### config.mk
export PLATFORM = sky130hd
export DESIGN_NAME = fir_coef_ctrl
export DESIGN_NICKNAME = d
export VERILOG_FILES = /design/src/rtl/fir_ctrl_pkg.sv /design/src/rtl/fir_coef_bank.sv /design/src/rtl/fir_coef_ctrl.sv
export SDC_FILE = /design/constraint.sdc
export NUM_CORES = 1
export LEC_CHECK = 0
export CORE_MARGIN = 8
export CORE_UTILIZATION = 29
export DETAILED_ROUTE_END_ITERATION = 7
export GPL_TIMING_DRIVEN = 1
export PLACE_DENSITY = 0.54
export RECOVER_POWER = 25
export SYNTH_ARGS = -nofsm -noshare
export SYNTH_HDL_FRONTEND = slang
export SYNTH_SLANG_ARGS = --single-unit
### constraint.sdc
create_clock -name clk -period 2.3 [get_ports clk]
set_input_delay 0.23 -clock clk [delete_from_list [all_inputs] [get_ports clk]]
set_output_delay 0.23 -clock clk [all_outputs]
set_load 0.01 [all_outputs]
### src/rtl/fir_ctrl_pkg.sv
// Shared constants, address map and state encoding for the FIR coefficient controller.
package fir_ctrl_pkg;

    localparam int NUM_COEF          = 8;
    localparam int ADDR_W            = 3;
    localparam int FLUSH_LEN_DEFAULT = 16;

    localparam logic [ADDR_W-1:0] ADDR_C0C14 = 3'd0;
    localparam logic [ADDR_W-1:0] ADDR_C1C13 = 3'd1;
    localparam logic [ADDR_W-1:0] ADDR_C2C12 = 3'd2;
    localparam logic [ADDR_W-1:0] ADDR_C3C11 = 3'd3;
    localparam logic [ADDR_W-1:0] ADDR_C4C10 = 3'd4;
    localparam logic [ADDR_W-1:0] ADDR_C5C9  = 3'd5;
    localparam logic [ADDR_W-1:0] ADDR_C6C8  = 3'd6;
    localparam logic [ADDR_W-1:0] ADDR_C7    = 3'd7;

    typedef enum logic [1:0] {
        IDLE    = 2'd0,
        PENDING = 2'd1,
        FLUSH   = 2'd2
    } state_e;

endpackage

### src/rtl/fir_coef_bank.sv
// 8 x COEF_W coefficient register file: single write port, whole-bank parallel load, flat output.
module fir_coef_bank
    import fir_ctrl_pkg::*;
#(
    parameter int COEF_W = 16
) (
    input  logic                       clk,
    input  logic                       rst_n,
    input  logic                       wr_en,
    input  logic [ADDR_W-1:0]          wr_addr,
    input  logic [COEF_W-1:0]          wr_data,
    input  logic                       load_en,
    input  logic [NUM_COEF*COEF_W-1:0] load_data,
    output logic [NUM_COEF*COEF_W-1:0] bank_flat
);

    logic [COEF_W-1:0] bank_q [NUM_COEF];
    logic [COEF_W-1:0] bank_d [NUM_COEF];

    // Next-state per entry; a parallel load overrides any single-entry write.
    always_comb begin
        for (int i = 0; i < NUM_COEF; i++) begin
            bank_d[i] = bank_q[i];
            if (load_en) begin
                bank_d[i] = load_data[i*COEF_W +: COEF_W];
            end else if (wr_en && (wr_addr == ADDR_W'(i))) begin
                bank_d[i] = wr_data;
            end else begin
                bank_d[i] = bank_q[i];
            end
        end
    end

    // Register file storage.
    always_ff @(posedge clk or negedge rst_n) begin
        if (!rst_n) begin
            for (int i = 0; i < NUM_COEF; i++) begin
                bank_q[i] <= {COEF_W{1'b0}};
            end
        end else begin
            for (int i = 0; i < NUM_COEF; i++) begin
                bank_q[i] <= bank_d[i];
            end
        end
    end

    for (genvar g = 0; g < NUM_COEF; g++) begin : g_flat
        assign bank_flat[g*COEF_W +: COEF_W] = bank_q[g];
    end

endmodule

### src/rtl/fir_coef_ctrl.sv
// Shadow/active coefficient banks with sample-aligned atomic swap and flush tracking.
// Optional readback port enabled by defining FIR_COEF_READBACK_EN.
module fir_coef_ctrl
    import fir_ctrl_pkg::*;
#(
    parameter int COEF_W    = 16,
    parameter int FLUSH_LEN = FLUSH_LEN_DEFAULT
) (
    input  logic              clk,
    input  logic              reset,
    input  logic              syncIn,
    input  logic              wr,
    input  logic [2:0]        addr,
    input  logic [COEF_W-1:0] din,
    input  logic              swapReq,
`ifdef FIR_COEF_READBACK_EN
    input  logic              rd,
    input  logic              rdActive,
    output logic [COEF_W-1:0] dout,
`endif
    output logic [COEF_W-1:0] c0c14,
    output logic [COEF_W-1:0] c1c13,
    output logic [COEF_W-1:0] c2c12,
    output logic [COEF_W-1:0] c3c11,
    output logic [COEF_W-1:0] c4c10,
    output logic [COEF_W-1:0] c5c9,
    output logic [COEF_W-1:0] c6c8,
    output logic [COEF_W-1:0] c7,
    output logic              swapPending,
    output logic              swapDone,
    output logic              settled
);

    localparam int              CNT_W      = $clog2(FLUSH_LEN + 1);
    localparam logic [CNT_W-1:0] FLUSH_LOAD = CNT_W'(FLUSH_LEN);
    localparam logic [CNT_W-1:0] CNT_ONE    = CNT_W'(1);

    state_e                     state_q, state_d;
    logic [CNT_W-1:0]           cnt_q, cnt_d;
    logic                       swap_done_q, swap_done_d;
    logic                       pending_q, pending_d;
    logic                       settled_q, settled_d;
    logic                       transfer_s;
    logic [NUM_COEF*COEF_W-1:0] shadow_flat_s;
    logic [NUM_COEF*COEF_W-1:0] active_flat_s;

    fir_coef_bank #(.COEF_W(COEF_W)) u_shadow (
        .clk       (clk),
        .rst_n     (reset),
        .wr_en     (wr),
        .wr_addr   (addr),
        .wr_data   (din),
        .load_en   (1'b0),
        .load_data ({(NUM_COEF*COEF_W){1'b0}}),
        .bank_flat (shadow_flat_s)
    );

    // Loads from the registered shadow, so a same-edge write is not seen by the transfer.
    fir_coef_bank #(.COEF_W(COEF_W)) u_active (
        .clk       (clk),
        .rst_n     (reset),
        .wr_en     (1'b0),
        .wr_addr   (ADDR_C0C14),
        .wr_data   ({COEF_W{1'b0}}),
        .load_en   (transfer_s),
        .load_data (shadow_flat_s),
        .bank_flat (active_flat_s)
    );

    // Swap state machine and flush counter next-state logic.
    always_comb begin
        state_d     = state_q;
        cnt_d       = cnt_q;
        swap_done_d = 1'b0;
        transfer_s  = 1'b0;
        case (state_q)
            IDLE: begin
                if (swapReq) begin
                    state_d = PENDING;
                end else begin
                    state_d = IDLE;
                end
            end
            PENDING: begin
                if (syncIn) begin
                    transfer_s  = 1'b1;
                    swap_done_d = 1'b1;
                    cnt_d       = FLUSH_LOAD;
                    state_d     = FLUSH;
                end else begin
                    state_d = PENDING;
                end
            end
            FLUSH: begin
                // A new request abandons the current flush; the counter reloads at the next transfer.
                if (swapReq) begin
                    state_d = PENDING;
                end else if (syncIn) begin
                    cnt_d = cnt_q - CNT_ONE;
                    if (cnt_q == CNT_ONE) begin
                        state_d = IDLE;
                    end else begin
                        state_d = FLUSH;
                    end
                end else begin
                    state_d = FLUSH;
                end
            end
            default: begin
                state_d = IDLE;
                cnt_d   = {CNT_W{1'b0}};
            end
        endcase
        pending_d = (state_d == PENDING);
        settled_d = (state_d == IDLE);
    end

    // Control state and registered status outputs.
    always_ff @(posedge clk or negedge reset) begin
        if (!reset) begin
            state_q     <= IDLE;
            cnt_q       <= {CNT_W{1'b0}};
            swap_done_q <= 1'b0;
            pending_q   <= 1'b0;
            settled_q   <= 1'b1;
        end else begin
            state_q     <= state_d;
            cnt_q       <= cnt_d;
            swap_done_q <= swap_done_d;
            pending_q   <= pending_d;
            settled_q   <= settled_d;
        end
    end

    assign swapDone    = swap_done_q;
    assign swapPending = pending_q;
    assign settled     = settled_q;

    assign c0c14 = active_flat_s[0*COEF_W +: COEF_W];
    assign c1c13 = active_flat_s[1*COEF_W +: COEF_W];
    assign c2c12 = active_flat_s[2*COEF_W +: COEF_W];
    assign c3c11 = active_flat_s[3*COEF_W +: COEF_W];
    assign c4c10 = active_flat_s[4*COEF_W +: COEF_W];
    assign c5c9  = active_flat_s[5*COEF_W +: COEF_W];
    assign c6c8  = active_flat_s[6*COEF_W +: COEF_W];
    assign c7    = active_flat_s[7*COEF_W +: COEF_W];

`ifdef FIR_COEF_READBACK_EN
    logic [COEF_W-1:0] dout_q, dout_d;

    // Readback mux; holds the last value while rd is low.
    always_comb begin
        dout_d = dout_q;
        if (rd) begin
            for (int i = 0; i < NUM_COEF; i++) begin
                if (addr == ADDR_W'(i)) begin
                    if (rdActive) begin
                        dout_d = active_flat_s[i*COEF_W +: COEF_W];
                    end else begin
                        dout_d = shadow_flat_s[i*COEF_W +: COEF_W];
                    end
                end else begin
                    dout_d = dout_d;
                end
            end
        end else begin
            dout_d = dout_q;
        end
    end

    // Readback data register.
    always_ff @(posedge clk or negedge reset) begin
        if (!reset) begin
            dout_q <= {COEF_W{1'b0}};
        end else begin
            dout_q <= dout_d;
        end
    end

    assign dout = dout_q;
`endif

endmodule

==> results.py <==
metrics = {
    "cells_and_area": {
        "drive_above_1_share_pct": 42.0,
        "finish.instance_area_um2": 13400,
        "multi_input_area_um2": 3290,
        "area_delta_synth_final_pct": 32.8,
        "nets": 822,
        "nFillCells": 3256,
        "final-seq-area_um2": 6660,
    },
    "timing": {
        "clock_skew_ns": 0.0102,
        "rsz0062_at_grt": "false",
        "slew_headroom_pct": 17.6,
        "fmax_mhz": 554,
        "fin_crit_ns": 1.80,
        "maxSlewViolCount": 0,
        "period_share_pct": 78.5,
        "fin_tns_setup_ns": 0,
        "timing_hold_violations_final": 0,
        "tightest_slew_ns": 1.24,
        "finalSetupViolations": 0,
    },
    "synth": {
        "yosysWarnings": 0,
        "syn_avg_cell_area_um2": 16.8,
        "synth_seq_area_share_pct": 65.7,
        "netlist.area_leader.share_pct": 65.5,
        "synth_seq_cells": 266,
        "syn_inst": 604,
        "yosys-top-cells-area": "dfrtp_1 (65%), mux2_2 (28%), ha_1 (0.74%)",
        "synth_top_area_cell": "dfrtp_1",
        "syn_area_um2": 10100,
        "synth.distinct_cells": 32,
        "syn_nets": 634,
    },
    "setup_path": {
        "r2r_setup_slack_ns": 0.53,
        "worstSetupEndpointType": "output pin",
        "cp_slowest_stage_delay_ns": 0.52,
        "path_class": "register to output pin",
        "crit_slowest_cell": "clkdlybuf4s50_1",
        "crit_family": "buffers and inverters",
        "crit_arrival_ns": 1.57,
        "critPathMaxFanout": 1,
        "critPathRequiredTime_ns": 2.07,
        "cp-start-kind": "register",
        "crit_buf_inv": 1,
        "cp_cell_sequence": "clkdlybuf4s50_1",
    },
    "clock_tree": {
        "cts_resized": 0,
        "postCtsSetupBuffers": 0,
        "root_buffer": "clkbuf_16",
        "cts_made_buffers": 30,
        "cts_sinks": 266,
        "cts_tree": "done",
        "htree_levels": 1,
        "insertion_delay_ns": 0.54,
        "path_clk_slew_ns": 0.06,
        "clockBufferDepth": 3,
    },
    "detailed_routing": {
        "vias_per_cell": 4.43,
        "route.detailed.drc": 0,
        "wire_per_inst_um": 19.3,
        "drt_iter0_markers": 178,
        "vias": 5641,
        "drt.antenna.violating_nets": 0,
        "first_pass_iters": 4,
        "wirelength_mm": 24.6,
    },
    "global_route": {
        "grt_pass1_vias": 6262,
        "overflow": 0,
        "grt_use_total_pct": 12.0,
        "antenna_found_initial": 2,
        "grt_pass1_wl_mm": 38.7,
        "grt_max_degree": 82,
    },
    "pwr": {
        "power.leakage_uw": 0.00580,
        "power_density_nw_per_um2": 1340,
        "vdd_drop_max_mv": 0.624,
    },
    "run_status": {
        "outcome": "finished clean",
    },
    "place": {
        "hpwl_mm": 16.3,
        "io_buffers": 154,
        "globalplace.congestion": 0.662,
        "post_dp_cell_area_um2": 12400,
    },
    "die": {
        "core_um2": 34500,
        "fp.dieW_um": 203,
        "die_area_um2": 41200,
        "io_pins": 155,
        "start_util_pct": 29.4,
        "die_y_um": 203,
        "rows": 68,
    },
    "run": {
        "maxCapViolCount": 0,
    },
    "worst_hold_path": {
        "hp-class": "input pin to register",
    },
}
area by class of cell:
type	count	area share (%)
Antenna cell	1	0.0186
Clock buffer	48	6.99
Clock inverter	8	0.716
Inverter	6	0.167
Multi-Input combinational cell	305	24.5
Sequential cell	266	49.5
Tap cell	455	4.23
Timing Repair Buffer	183	13.9
kinds of logic (layout without fill, tap and decap cells):
group	count (synthesis)	count (layout)	synth area share, %
DFF	266	266	65.7
other	0	1	0
AOI/OAI and AO/OA	10	10	0.568
adders and majority gates	6	6	0.741
and+or+nand+nor	33	33	2.67
muxes	256	256	28.5
buffers and inverters	33	245	1.83
state kept, by name, indices dropped and copies added (netlist names):
name / cells
u_active.bank_flat: 128
settled: 1
state_q: 2
cnt_q: 5
swapPending: 1
u_shadow.bank_flat: 128
swapDone: 1
routing by layer:
metal / wire length [um] / vias to the layer above / track usage, %
met5: 0 / - / 0
met2: 11600 / 114 / 19.4
met1: 11200 / 2956 / 16.2
met4: 369 / 0 / 2.85
li1: - / 2540 / -
met3: 1410 / 31 / 2.71
per-stage QoR:
step | util [%] | total power (uW) | std cells | setup slack [ns] | hold slack, ns
after global placement | 36.1 | 13300 | 1214 | 0.324 | 0.303
after detailed placement | 36.1 | 13400 | 1214 | 0.321 | 0.304
after CTS | 39.2 | 18400 | 1271 | 0.454 | 0.314
final | 39.0 | 18000 | 1272 | 0.495 | 0.421
after global routing | 39.0 | 19100 | 1271 | 0.293 | 0.401
after floorplan | - | 9990 | 604 | 0.640 | -0.0656
final timing paths:
check,start,end,depth (start not counted)
worst max-delay path,settled,settled,1
worst min-delay path,swapReq,state_q[0],3
worst max register to register,state_q[1],u_active.bank_flat[27],5
worst min register to register,u_shadow.bank_flat[18],u_active.bank_flat[18],1
max in group asynchronous,reset,u_shadow.bank_flat[55],3
min in group asynchronous,reset,u_active.bank_flat[4],2
power breakdown:
part	leakage [uW]	internal [uW]	switching, uW
registers	0.00322	6390	947
clock network	0.000510	3000	1870
logic	0.00207	3630	2170
total	0.00580	13000	4990
cells in the mapped netlist (all sizes together):
cell type	n
inv	6
nor3	3
dfrtp	265
or3	1
nand3b	1
and3	2
dfstp	1
nand4	2
buf	25
a21oi	4
nand4b	4
o21ai	4
nand2b	2
a311o	1
clkbuf	2
mux2	256
o31ai	1
nand2	8
ha	6
or4	1
nor2	3
nor3b	3
nand3	3
cell usage in the layout (no fill, tap or decap), types with 2 or more instances in the layout:
cell type and n:
a21oi_1 4, and3_1 2, buf_12 10, buf_4 13, bufinv_16 2, clkbuf_1 10
clkbuf_16 31, clkbuf_2 2, clkbuf_8 10, clkdlybuf4s50_1 153, clkinv_2 4, dfrtp_1 265
ha_1 6, inv_1 6, mux2_2 256, nand2_1 7, nand3_1 3, nand4b_2 3
nor2_1 3, nor3_4 2, nor3b_4 2, o21ai_0 4
what timing repair did:
action | CTS | global route
setup endpoints to repair | 0 | 0
hold buffers | 1 | 0
hold endpoints to repair | 70 | 0
Power figures use the tool's default switching activity.
